File: src/rtl/dragon_spawn_scheduler_if.sv
// Launch-side signal bundle between the spawn scheduler, the frame/RNG sources and the dragon movers.
`timescale 1ns/1ps
interface dragon_spawn_scheduler_if #(
  parameter int N_DRAGONS = 4
);
  logic                 startOfFrame;
  logic                 pause;
  logic [10:0]          RNG;
  logic [N_DRAGONS-1:0] slotBusy;
  logic [N_DRAGONS-1:0] spawnAck;
  logic [N_DRAGONS-1:0] spawnReq;
  logic [10:0]          spawnY;
  logic [3:0]           activeCount;
  logic                 cooldown;

  // The scheduler issues launch requests, so it is the master side.
  modport master (
    input  startOfFrame, pause, RNG, slotBusy, spawnAck,
    output spawnReq, spawnY, activeCount, cooldown
  );

  modport slave (
    output startOfFrame, pause, RNG, slotBusy, spawnAck,
    input  spawnReq, spawnY, activeCount, cooldown
  );
endinterface

File: src/rtl/dragon_spawn_scheduler.sv
// Once-per-frame dragon launch sequencer: cooldown, RNG launch window, round-robin slot pick, req/ack with timeout.
// Optional macro DRAGON_SPAWN_BURST_EN halves the cooldown after a launch made while no dragon was active.
`timescale 1ns/1ps
module dragon_spawn_scheduler #(
  parameter int N_DRAGONS      = 4,
  parameter int MAX_ACTIVE     = 3,
  parameter int MIN_GAP_FRAMES = 30,
  parameter int WIN_LO         = 550,
  parameter int WIN_HI         = 605,
  parameter int Y_MIN          = 20,
  parameter int ACK_TIMEOUT    = 16
) (
  input  logic                     clk,
  input  logic                     resetN,
  dragon_spawn_scheduler_if.master bus
);

  localparam int PTR_W = $clog2(N_DRAGONS);

  localparam logic [10:0]          WIN_LO_C     = 11'(WIN_LO);
  localparam logic [10:0]          WIN_HI_C     = 11'(WIN_HI);
  localparam logic [10:0]          Y_MIN_C      = 11'(Y_MIN);
  localparam logic [3:0]           MAX_ACTIVE_C = 4'(MAX_ACTIVE);
  localparam logic [7:0]           GAP_FULL     = 8'(MIN_GAP_FRAMES);
  localparam logic [7:0]           ACK_LAST     = 8'(ACK_TIMEOUT - 1);
  localparam logic [N_DRAGONS-1:0] REQ_LSB      = {{(N_DRAGONS-1){1'b0}}, 1'b1};

  typedef enum logic [1:0] {
    COOLDOWN,
    ARMED,
    SELECT,
    REQUEST
  } state_e;

  state_e               state_q,       state_d;
  logic [7:0]           gap_cnt_q,     gap_cnt_d;
  logic [N_DRAGONS-1:0] spawn_req_q,   spawn_req_d;
  logic [10:0]          spawn_y_q,     spawn_y_d;
  logic [PTR_W-1:0]     rr_ptr_q,      rr_ptr_d;
  logic [PTR_W-1:0]     slot_q,        slot_d;
  logic [7:0]           ack_timer_q,   ack_timer_d;
  logic [3:0]           active_count_q;

  logic [3:0]           busy_count;
  logic                 free_found;
  logic [PTR_W-1:0]     free_slot;
  logic [PTR_W-1:0]     scan_idx;
  logic                 launch_ok;
  logic [7:0]           gap_reload;

  always_comb begin
    busy_count = '0;
    for (int i = 0; i < N_DRAGONS; i++) begin
      busy_count = busy_count + {3'b000, bus.slotBusy[i]};
    end
  end

  // First free slot at or after the round-robin pointer, wrapping around.
  always_comb begin
    free_found = 1'b0;
    free_slot  = '0;
    scan_idx   = '0;
    for (int k = 0; k < N_DRAGONS; k++) begin
      scan_idx = PTR_W'((int'(rr_ptr_q) + k) % N_DRAGONS);
      if (!free_found && !bus.slotBusy[scan_idx]) begin
        free_found = 1'b1;
        free_slot  = scan_idx;
      end
    end
  end

  assign launch_ok = bus.startOfFrame && !bus.pause
                  && (bus.RNG > WIN_LO_C) && (bus.RNG < WIN_HI_C)
                  && (active_count_q < MAX_ACTIVE_C)
                  && !(&bus.slotBusy);

`ifdef DRAGON_SPAWN_BURST_EN
  localparam logic [7:0] GAP_BURST = ((MIN_GAP_FRAMES >> 1) < 1) ? 8'd1 : 8'(MIN_GAP_FRAMES >> 1);
  assign gap_reload = (active_count_q == 4'd0) ? GAP_BURST : GAP_FULL;
`else
  assign gap_reload = GAP_FULL;
`endif

  always_comb begin
    // NOTE: every next-state value starts as "hold" so no path through the case leaves one unassigned (no latches).
    state_d     = state_q;
    gap_cnt_d   = gap_cnt_q;
    spawn_req_d = spawn_req_q;
    spawn_y_d   = spawn_y_q;
    rr_ptr_d    = rr_ptr_q;
    slot_d      = slot_q;
    ack_timer_d = ack_timer_q;

    unique case (state_q)
      COOLDOWN: begin
        if (bus.startOfFrame && !bus.pause) begin
          if (gap_cnt_q <= 8'd1) begin
            gap_cnt_d = '0;
            state_d   = ARMED;
          end else begin
            gap_cnt_d = gap_cnt_q - 8'd1;
          end
        end
      end

      ARMED: begin
        if (launch_ok) state_d = SELECT;
      end

      SELECT: begin
        spawn_y_d = Y_MIN_C + {4'b0000, bus.RNG[6:0]};
        if (free_found) begin
          spawn_req_d = REQ_LSB << free_slot;
          slot_d      = free_slot;
          ack_timer_d = '0;
          state_d     = REQUEST;
        end else begin
          state_d     = ARMED;
        end
      end

      REQUEST: begin
        if (bus.spawnAck[slot_q]) begin
          spawn_req_d = '0;
          rr_ptr_d    = PTR_W'((int'(slot_q) + 1) % N_DRAGONS);
          gap_cnt_d   = gap_reload;
          state_d     = COOLDOWN;
        end else if (ack_timer_q == ACK_LAST) begin
          spawn_req_d = '0;
          state_d     = ARMED;
        end else begin
          ack_timer_d = ack_timer_q + 8'd1;
        end
      end

      default: state_d = COOLDOWN;
    endcase
  end

  // NOTE: state registers use non-blocking assignments so every flop samples pre-edge values.
  always_ff @(posedge clk or negedge resetN) begin
    if (!resetN) begin
      state_q        <= COOLDOWN;
      gap_cnt_q      <= GAP_FULL;
      spawn_req_q    <= '0;
      spawn_y_q      <= Y_MIN_C;
      rr_ptr_q       <= '0;
      slot_q         <= '0;
      ack_timer_q    <= '0;
      active_count_q <= '0;
    end else begin
      state_q        <= state_d;
      gap_cnt_q      <= gap_cnt_d;
      spawn_req_q    <= spawn_req_d;
      spawn_y_q      <= spawn_y_d;
      rr_ptr_q       <= rr_ptr_d;
      slot_q         <= slot_d;
      ack_timer_q    <= ack_timer_d;
      active_count_q <= busy_count;
    end
  end

  assign bus.spawnReq    = spawn_req_q;
  assign bus.spawnY      = spawn_y_q;
  assign bus.activeCount = active_count_q;
  assign bus.cooldown    = (state_q == COOLDOWN);

endmodule

File: src/flat_wrapper.sv
// flat-port wrapper written by rule: the top's interface ports become plain ports
module dragon_spawn_scheduler_flat 
#(
  parameter int N_DRAGONS      = 4,
  parameter int MAX_ACTIVE     = 3,
  parameter int MIN_GAP_FRAMES = 30,
  parameter int WIN_LO         = 550,
  parameter int WIN_HI         = 605,
  parameter int Y_MIN          = 20,
  parameter int ACK_TIMEOUT    = 16
)
  (clk, resetN, bus_startOfFrame, bus_pause, bus_RNG, bus_slotBusy, bus_spawnAck, bus_spawnReq, bus_spawnY, bus_activeCount, bus_cooldown);
  dragon_spawn_scheduler_if #(.N_DRAGONS(N_DRAGONS)) bus_i ();
  input  logic clk;
  input  logic resetN;
  input wire logic [$bits(bus_i.startOfFrame)-1:0] bus_startOfFrame;
  input wire logic [$bits(bus_i.pause)-1:0] bus_pause;
  input wire logic [$bits(bus_i.RNG)-1:0] bus_RNG;
  input wire logic [$bits(bus_i.slotBusy)-1:0] bus_slotBusy;
  input wire logic [$bits(bus_i.spawnAck)-1:0] bus_spawnAck;
  output wire logic [$bits(bus_i.spawnReq)-1:0] bus_spawnReq;
  output wire logic [$bits(bus_i.spawnY)-1:0] bus_spawnY;
  output wire logic [$bits(bus_i.activeCount)-1:0] bus_activeCount;
  output wire logic [$bits(bus_i.cooldown)-1:0] bus_cooldown;
  assign bus_i.startOfFrame = bus_startOfFrame;
  assign bus_i.pause = bus_pause;
  assign bus_i.RNG = bus_RNG;
  assign bus_i.slotBusy = bus_slotBusy;
  assign bus_i.spawnAck = bus_spawnAck;
  assign bus_spawnReq = bus_i.spawnReq;
  assign bus_spawnY = bus_i.spawnY;
  assign bus_activeCount = bus_i.activeCount;
  assign bus_cooldown = bus_i.cooldown;
  dragon_spawn_scheduler #(.N_DRAGONS(N_DRAGONS), .MAX_ACTIVE(MAX_ACTIVE), .MIN_GAP_FRAMES(MIN_GAP_FRAMES), .WIN_LO(WIN_LO), .WIN_HI(WIN_HI), .Y_MIN(Y_MIN), .ACK_TIMEOUT(ACK_TIMEOUT)) u_core (.clk(clk), .resetN(resetN), .bus(bus_i));
endmodule
File: config.mk
export PLATFORM = sky130hd
export DESIGN_NAME = dragon_spawn_scheduler_flat
export DESIGN_NICKNAME = d
export VERILOG_FILES = /design/src/rtl/dragon_spawn_scheduler_if.sv /design/src/rtl/dragon_spawn_scheduler.sv /design/src/flat_wrapper.sv
export SDC_FILE = /design/constraint.sdc
export NUM_CORES = 1
export LEC_CHECK = 0
export BUFFER_PORTS_ARGS = -buffer_cell sky130_fd_sc_hd__clkbuf_2
export CAP_MARGIN = 20
export CORE_AREA = 2 2 70 72
export CTS_CLUSTER_SIZE = 10
export DETAILED_ROUTE_END_ITERATION = 10
export DIE_AREA = 0 0 72 74
export PLACE_DENSITY = 0.73
export SYNTH_ARGS = -nofsm -noshare
export SYNTH_HDL_FRONTEND = slang
export SYNTH_SLANG_ARGS = --single-unit
export TNS_END_PERCENT = 1
File: constraint.sdc
create_clock -name clk -period 5.2 [get_ports clk]
set_input_delay 1.3 -clock clk [delete_from_list [all_inputs] [get_ports clk]]
set_output_delay 1.3 -clock clk [all_outputs]
set_load 0.02 [all_outputs]
==> impl_metrics.prom, run 1 <==
# TYPE chip_impl_metric gauge
chip_impl_info{name="worstSetupEndpointType",value="flip-flop"} 1
chip_impl_metric{name="min_delay_path_depth",unit=""} 2
chip_impl_metric{name="switchingPower",unit="W"} 0.000565
chip_impl_metric{name="area_growth_from_synthesis_to_final_layout",unit="%"} 16.1
chip_impl_metric{name="finalSetupTns",unit="ps"} 0
chip_impl_metric{name="antenna_cells",unit=""} 0
chip_impl_metric{name="num_rows",unit=""} 25
chip_impl_metric{name="clock_latency",unit="ps"} 280
chip_impl_metric{name="grt.overflow.total",unit=""} 0
chip_impl_metric{name="num_vias",unit=""} 1714
chip_impl_metric{name="synth-async-reset-ratio",unit=""} 1.00
chip_impl_metric{name="cts_hold_repair.buffers",unit=""} 0
chip_impl_metric{name="power_density",unit="nW/um2"} 559
chip_impl_metric{name="register_clock_pin_slew_on_the_reported_worst_setup_and_hold_paths",unit="ps"} 70
chip_impl_metric{name="ioPinCount",unit=""} 43
chip_impl_metric{name="maximum_number_of_pins_on_one_net_before_global_route_repair",unit=""} 38
chip_impl_metric{name="detail_route.first_pass.iterations",unit=""} 4
chip_impl_metric{name="cts_setup_buffers",unit=""} 0
chip_impl_metric{name="place.detailed.hpwl",unit="mm"} 3.05
chip_impl_metric{name="p_comb_frac",unit=""} 0.451
chip_impl_metric{name="swShare",unit=""} 0.414
chip_impl_metric{name="drt-total-wl",unit="mm"} 4.20
chip_impl_metric{name="average_footprint_of_a_synthesized_cell",unit="um2"} 9.51
chip_impl_metric{name="seq_area_frac_synth",unit=""} 0.444
chip_impl_metric{name="design.die.area",unit="um2"} 5330
chip_impl_metric{name="start_util",unit=""} 0.457
chip_impl_metric{name="count_of_maximum_capacitance_violations",unit=""} 0
chip_impl_metric{name="power.internal",unit="W"} 0.000799
chip_impl_metric{name="grtUsageTotal",unit=""} 0.163
chip_impl_metric{name="core-area",unit="um2"} 4600
chip_impl_metric{name="cts_max_level",unit=""} 2
chip_impl_metric{name="ys_ff_latch",unit=""} 37
chip_impl_metric{name="finalCriticalPeriod",unit="ps"} 2680
chip_impl_metric{name="finClkSkew",unit="ps"} 3.73
chip_impl_metric{name="power.share.clock",unit=""} 0.186
chip_impl_metric{name="timing_max_transition_violations_final",unit=""} 0
chip_impl_info{name="r2r-end",value="u_core.ack_timer_q[6]"} 1
chip_impl_metric{name="r2r_cells",unit=""} 6
chip_impl_metric{name="hold_viol_final",unit=""} 0
chip_impl_info{name="tritoncts",value="built"} 1
chip_impl_metric{name="seqPwrFrac",unit=""} 0.362
chip_impl_info{name="leading_cell_type_in_the_layout_fill_and_taps_excluded",value="clkbuf_2"} 1
chip_impl_metric{name="achievable-frequency",unit="MHz"} 373
chip_impl_info{name="reg2reg_from",value="u_core.state_q[0]"} 1
chip_impl_metric{name="share_of_the_cycle_needed_by_the_critical_path_after_routing",unit=""} 0.516
chip_impl_metric{name="worst_ep_arrival_time",unit="ps"} 2850
chip_impl_metric{name="post_synth_num_cell_types",unit=""} 50
chip_impl_info{name="synthDominantAreaCellType",value="dfrtp_1"} 1
chip_impl_metric{name="worst_slew_pin_slew",unit="ps"} 924
chip_impl_metric{name="portBuffers",unit=""} 38
chip_impl_metric{name="die_h",unit="um"} 74
chip_impl_metric{name="timing.final.setup_violations",unit=""} 0
chip_impl_metric{name="vias_in_the_first_global_route",unit=""} 1499
chip_impl_metric{name="ir_worst_vdd",unit="mV"} 0.263
chip_impl_metric{name="detail-route-antenna-nets",unit=""} 0
chip_impl_info{name="hp-class",value="reg2reg"} 1
chip_impl_metric{name="drc",unit=""} 0
chip_impl_info{name="run_status",value="complete, no violations"} 1
chip_impl_metric{name="cells_after_synthesis",unit=""} 221
chip_impl_metric{name="globalplace.congestion",unit=""} 0.748
chip_impl_metric{name="post_route_cells_drive_above_1_share",unit=""} 0.229
chip_impl_metric{name="timing.max_slew.rel_slack",unit=""} 0.384
chip_impl_metric{name="die_x",unit="um"} 72
chip_impl_info{name="path_class",value="in2reg"} 1
chip_impl_metric{name="synth_top_cell_area_share",unit=""} 0.369
chip_impl_metric{name="power.leakage",unit="nW"} 1.14
chip_impl_metric{name="synth.cell_area",unit="um2"} 2100
chip_impl_info{name="ys_top_cells_by_area",value="dfrtp_1 37%, dfstp_2 7.5%, ha_1 6.5%"} 1
chip_impl_info{name="primary_flip_flop_cell_chosen_by_synthesis_mapping",value="dfrtp_1"} 1
chip_impl_info{name="worst_hold_startpoint",value="u_core.bus.spawnY[2]"} 1
chip_impl_info{name="end_of_the_worst_hold_path",value="u_core.bus.spawnY[2]"} 1
chip_impl_metric{name="clock_path_buffers",unit=""} 2
chip_impl_metric{name="cp_max_fo",unit=""} 13
chip_impl_metric{name="antenna_found_initial",unit=""} 0
chip_impl_metric{name="critPathRequiredTime",unit="ps"} 5370
chip_impl_metric{name="grt_pass1_wl",unit="mm"} 6.84
chip_impl_metric{name="tritoncts.num_buffers",unit=""} 5
chip_impl_metric{name="routedWlPerCell",unit="um"} 13.3
chip_impl_metric{name="vias_per_cell",unit=""} 5.42
chip_impl_metric{name="cts_resized",unit=""} 0
chip_impl_metric{name="clock_sink_count",unit=""} 37
chip_impl_info{name="rsz0062_at_grt",value="no"} 1
chip_impl_metric{name="synth_edf_count",unit=""} 0
chip_impl_metric{name="synth_warn",unit=""} 0
chip_impl_info{name="layout_common_cells",value="38 x clkbuf_2, 31 x dfrtp_1, 24 x nand2_1, 20 x o21ai_0, 16 x inv_1"} 1
chip_impl_info{name="clockRootBuffer",value="clkbuf_8"} 1
chip_impl_metric{name="dr.first_iter.drc_count",unit=""} 133
chip_impl_metric{name="regToRegSetupSlack",unit="ps"} 2890
chip_impl_metric{name="nets",unit=""} 296
chip_impl_info{name="critPathLaunchType",value="primary input"} 1
chip_impl_metric{name="total_power",unit="W"} 0.00136
flip-flops by register name, summed over array words and instances (netlist names):
| name | count |
|---|---|
| u_core.gap_cnt_q | 8 |
| u_core.bus.spawnY | 8 |
| u_core.bus.spawnReq | 4 |
| u_core.state_q | 2 |
| u_core.ack_timer_q | 8 |
| u_core.slot_q | 2 |
| u_core.bus.activeCount | 3 |
| u_core.rr_ptr_q | 2 |
per-layer routing:
layer | GRT usage | vias up | share of wire | routed length (um)
li1 | - | 871 | - | -
met3 | 0.0379 | 5 | 0.038 | 161
met5 | 0 | - | 0 | 0
met4 | 0.0566 | 0 | 0.011 | 48
met1 | 0.228 | 801 | 0.48 | 2020
met2 | 0.252 | 37 | 0.47 | 1960
cell families after synthesis:
group,Yosys count,share of synthesized area
flops,37,0.444
mux,8,0.0464
simple gates,76,0.179
compound gates,59,0.187
xor+xnor,4,0.0167
buf+inv,24,0.0506
other cells,1,0.00178
fa+ha+maj,12,0.0750
area by class of cell:
cell class / instances / area (um2)
clock buffers: 7 / 86.3
clock inverters: 1 / 30.0
fillers: 432 / 2160
inverters: 16 / 60.1
multi-input cells: 163 / 1070
flip-flops and latches: 37 / 933
well taps: 54 / 67.6
repair buffers: 38 / 190
power by group through the flow:
stage                     clock network [W]  logic [W]  registers (W)
final                              0.000254   0.000616       0.000494
after global routing               0.000271   0.000701       0.000510
after CTS                          0.000264   0.000621       0.000494
after detailed placement                  0   0.000616       0.000499
after global placement                    0   0.000602       0.000497
after floorplan                           0   0.000419       0.000537
how the worst max path moves through the flow:
| stage | from | end | cells after the start |
|---|---|---|---|
| final | bus_spawnAck[3] | u_core.gap_cnt_q[5] | 6 |
| after global routing | bus_spawnAck[3] | u_core.gap_cnt_q[5] | 6 |
| after CTS | bus_spawnAck[3] | u_core.gap_cnt_q[5] | 6 |
| after detailed placement | bus_spawnAck[3] | u_core.gap_cnt_q[5] | 6 |
| after global placement | bus_spawnAck[3] | u_core.gap_cnt_q[5] | 6 |
| after floorplan | bus_spawnAck[3] | u_core.ack_timer_q[6] | 5 |
critical path: stages:
cell      delay, ps
clkbuf_2         80
mux4_2          500
nand2b_2        230
o211ai_1        390
or2_2           270
o21ai_0          90
stage by stage:
step / area (um2) / hold slack (ps) / util / instances / setup WS, ps
after floorplan: 2110 / 436 / - / 224 / 2570
after global placement: 2320 / 452 / 0.506 / 308 / 2250
after detailed placement: 2320 / 457 / 0.506 / 308 / 2210
after CTS: 2440 / 471 / 0.531 / 316 / 2520
after global routing: 2440 / 501 / 0.531 / 316 / 2380
final: 2440 / 467 / 0.531 / 316 / 2520
synthesized netlist by cell type, types with 5 or more instances:
library cell,count
nor2_1,15
nand2_1,24
a21oi_1,8
or3_1,5
o21ai_0,20
dfstp_2,6
dfrtp_1,31
inv_1,16
nand3_1,10
ha_1,11
(Power assumes the default switching activity.)
==> run 2, diff against run 1 <==
- clock period: 5.2 -> 2.7 ns (I/O delays scaled with it)
==> run 2 against run 1 <==
Against the previous run: setup slack got worse by 2000 ps; largest power group unchanged; utilization fell by 0.24 points; die area did not move; wire length rose by 0.93%; clock power rose by 57%; cell count rose by 0.63%; first-iteration DRC count fell by 38%.
==> impl_metrics.prom, run 2 (synthesis gave the netlist of run 1 again) <==
# TYPE chip_impl_metric gauge
chip_impl_metric{name="die_h",unit="um"} 74
chip_impl_metric{name="maximum_number_of_pins_on_one_net_before_global_route_repair",unit=""} 38
chip_impl_info{name="tritoncts",value="built"} 1
chip_impl_metric{name="switchingPower",unit="W"} 0.00110
chip_impl_metric{name="grt.overflow.total",unit=""} 0
chip_impl_info{name="leading_cell_type_in_the_layout_fill_and_taps_excluded",value="clkbuf_2"} 1
chip_impl_metric{name="antenna_cells",unit=""} 0
chip_impl_metric{name="count_of_maximum_capacitance_violations",unit=""} 0
chip_impl_info{name="clockRootBuffer",value="clkbuf_8"} 1
chip_impl_metric{name="cts_hold_repair.buffers",unit=""} 0
chip_impl_metric{name="r2r_cells",unit=""} 5
chip_impl_metric{name="postLayoutSetupSlackWorst",unit="ps"} 492
chip_impl_metric{name="timing_max_transition_violations_final",unit=""} 0
chip_impl_metric{name="hold_viol_final",unit=""} 0
chip_impl_metric{name="fin_area",unit="um2"} 2430
chip_impl_info{name="rsz0062_at_grt",value="no"} 1
chip_impl_info{name="path_class",value="reg2reg"} 1
chip_impl_metric{name="grt_pass1_wl",unit="mm"} 7.29
chip_impl_metric{name="worst_ep_arrival_time",unit="ps"} 2390
chip_impl_metric{name="n_fill_cell",unit=""} 424
chip_impl_metric{name="swShare",unit=""} 0.427
chip_impl_metric{name="nets",unit=""} 298
chip_impl_metric{name="num_vias",unit=""} 1760
chip_impl_metric{name="hold_slack",unit="ps"} 477
chip_impl_metric{name="power.share.clock",unit=""} 0.155
chip_impl_metric{name="cts_setup_buffers",unit=""} 0
chip_impl_metric{name="drt-total-wl",unit="mm"} 4.24
chip_impl_metric{name="clock_latency",unit="ps"} 290
chip_impl_metric{name="critPathRequiredTime",unit="ps"} 2880
chip_impl_metric{name="placement.cell_area",unit="um2"} 2340
chip_impl_metric{name="ioPinCount",unit=""} 43
chip_impl_metric{name="grtUsageTotal",unit=""} 0.176
chip_impl_info{name="run_status",value="complete, no violations"} 1
chip_impl_metric{name="timing.max_slew.rel_slack",unit=""} 0.400
chip_impl_metric{name="cts_max_level",unit=""} 2
chip_impl_metric{name="crit_path_max_incr_delay",unit="ps"} 560
chip_impl_metric{name="power.internal",unit="W"} 0.00147
chip_impl_info{name="layout_common_cells",value="38 x clkbuf_2, 31 x dfrtp_1, 24 x nand2_1, 20 x o21ai_0, 16 x inv_1"} 1
chip_impl_metric{name="routedWlPerCell",unit="um"} 13.3
chip_impl_metric{name="seqPwrFrac",unit=""} 0.370
chip_impl_metric{name="core-area",unit="um2"} 4600
chip_impl_metric{name="numPlacedInstances",unit=""} 310
chip_impl_metric{name="post_route_cells_drive_above_1_share",unit=""} 0.231
chip_impl_metric{name="timing.final.setup_violations",unit=""} 0
chip_impl_metric{name="place.detailed.hpwl",unit="mm"} 3.13
chip_impl_metric{name="clock_path_buffers",unit=""} 2
chip_impl_metric{name="power_density",unit="nW/um2"} 1060
chip_impl_metric{name="finalSetupTns",unit="ps"} 0
chip_impl_metric{name="finClkSkew",unit="ps"} 4.86
chip_impl_info{name="critPathLaunchType",value="flip-flop"} 1
chip_impl_metric{name="start_util",unit=""} 0.457
chip_impl_metric{name="drc",unit=""} 0
chip_impl_metric{name="antenna_found_initial",unit=""} 0
chip_impl_metric{name="place_worst_setup_slack",unit="ps"} 441
chip_impl_metric{name="area_growth_from_synthesis_to_final_layout",unit="%"} 15.6
chip_impl_metric{name="power.leakage",unit="nW"} 1.14
chip_impl_metric{name="stdcell_count",unit=""} 318
chip_impl_metric{name="num_rows",unit=""} 25
chip_impl_metric{name="finalCriticalPeriod",unit="ps"} 2210
chip_impl_metric{name="vias_per_cell",unit=""} 5.53
chip_impl_metric{name="share_of_the_cycle_needed_by_the_critical_path_after_routing",unit=""} 0.818
chip_impl_metric{name="vias_in_the_first_global_route",unit=""} 1662
chip_impl_metric{name="dr.first_iter.drc_count",unit=""} 82
chip_impl_metric{name="design.die.area",unit="um2"} 5330
chip_impl_metric{name="tritoncts.num_buffers",unit=""} 5
chip_impl_info{name="worstPathCellList",value="ha_1 > inv_1 > o21bai_2 > nor3_1 > a211o_1"} 1
chip_impl_metric{name="globalplace.congestion",unit=""} 0.749
chip_impl_metric{name="die_x",unit="um"} 72
chip_impl_metric{name="min_delay_path_depth",unit=""} 1
chip_impl_metric{name="detail_route.first_pass.iterations",unit=""} 4
chip_impl_info{name="worstSetupEndpointType",value="flip-flop"} 1
chip_impl_metric{name="clock_sink_count",unit=""} 37
chip_impl_metric{name="worst_slew_pin_slew",unit="ps"} 900
chip_impl_info{name="hp-class",value="reg2reg"} 1
chip_impl_metric{name="cts_resized",unit=""} 0
chip_impl_metric{name="p_comb_frac",unit=""} 0.475
chip_impl_metric{name="ir_worst_vdd",unit="mV"} 0.472
chip_impl_metric{name="register_clock_pin_slew_on_the_reported_worst_setup_and_hold_paths",unit="ps"} 70
chip_impl_metric{name="cp_max_fo",unit=""} 16
chip_impl_metric{name="achievable-frequency",unit="MHz"} 453
chip_impl_info{name="critPathSlowestCell",value="ha_1"} 1
chip_impl_metric{name="portBuffers",unit=""} 38
chip_impl_metric{name="detail-route-antenna-nets",unit=""} 0
-- run 2: cell types whose count changed in the layout (fill, tap and decap cells not counted) --
cell / change
clkbuf_1: +1
buf_4: +2
bufinv_16: -1
-- run 2: cell type report --
type	instances	area, um2	share of cell area
Inverter	16	60.1	0.0247
Clock buffer	8	90.1	0.0371
Timing Repair Buffer	40	205	0.0844
Sequential cell	37	933	0.384
Tap cell	54	67.6	0.0278
Multi-Input combinational cell	163	1070	0.442
-- run 2: worst max-delay path: cells and delay by family, from the launching register on --
kind	cells	cell delay, ps
simple gates	1	100
fa+ha+maj	1	560
buf+inv	1	240
compound gates	2	750
flops	1	430
-- run 2: power by group through the flow --
stage | Sequential [W] | Clock [W] | Combinational [W]
after floorplan | 0.00104 | 0 | 0.000807
after CTS | 0.000951 | 0.000409 | 0.00123
after detailed placement | 0.000960 | 0 | 0.00122
after global routing | 0.000988 | 0.000428 | 0.00137
final | 0.000951 | 0.000398 | 0.00122
after global placement | 0.000955 | 0 | 0.00119
-- run 2: per-layer routing --
layer | global-route usage | share of wire | wire [um] | vias up
met2 | 0.289 | 0.48 | 2020 | 44
met3 | 0.0447 | 0.043 | 181 | 9
li1 | - | - | - | 879
met1 | 0.220 | 0.46 | 1960 | 828
met4 | 0.0818 | 0.019 | 81 | 0
met5 | 0 | 0 | 0 | -
-- run 2: path summary, 6_finish.rpt --
path / start / end / slack [ps]
max in group asynchronous: resetN / u_core.state_q[1] / 1640
max reg2reg: u_core.state_q[0] / u_core.ack_timer_q[2] / 490
min: u_core.gap_cnt_q[7] / u_core.gap_cnt_q[7] / 480
min in group asynchronous: resetN / u_core.gap_cnt_q[0] / 500
min reg2reg: u_core.gap_cnt_q[7] / u_core.gap_cnt_q[7] / 480
max: u_core.state_q[0] / u_core.ack_timer_q[2] / 490
-- run 2: metrics by stage --
step	util	total power, W
after floorplan	-	0.00184
after global placement	0.509	0.00215
after detailed placement	0.509	0.00218
after CTS	0.528	0.00259
after global routing	0.528	0.00279
final	0.528	0.00257
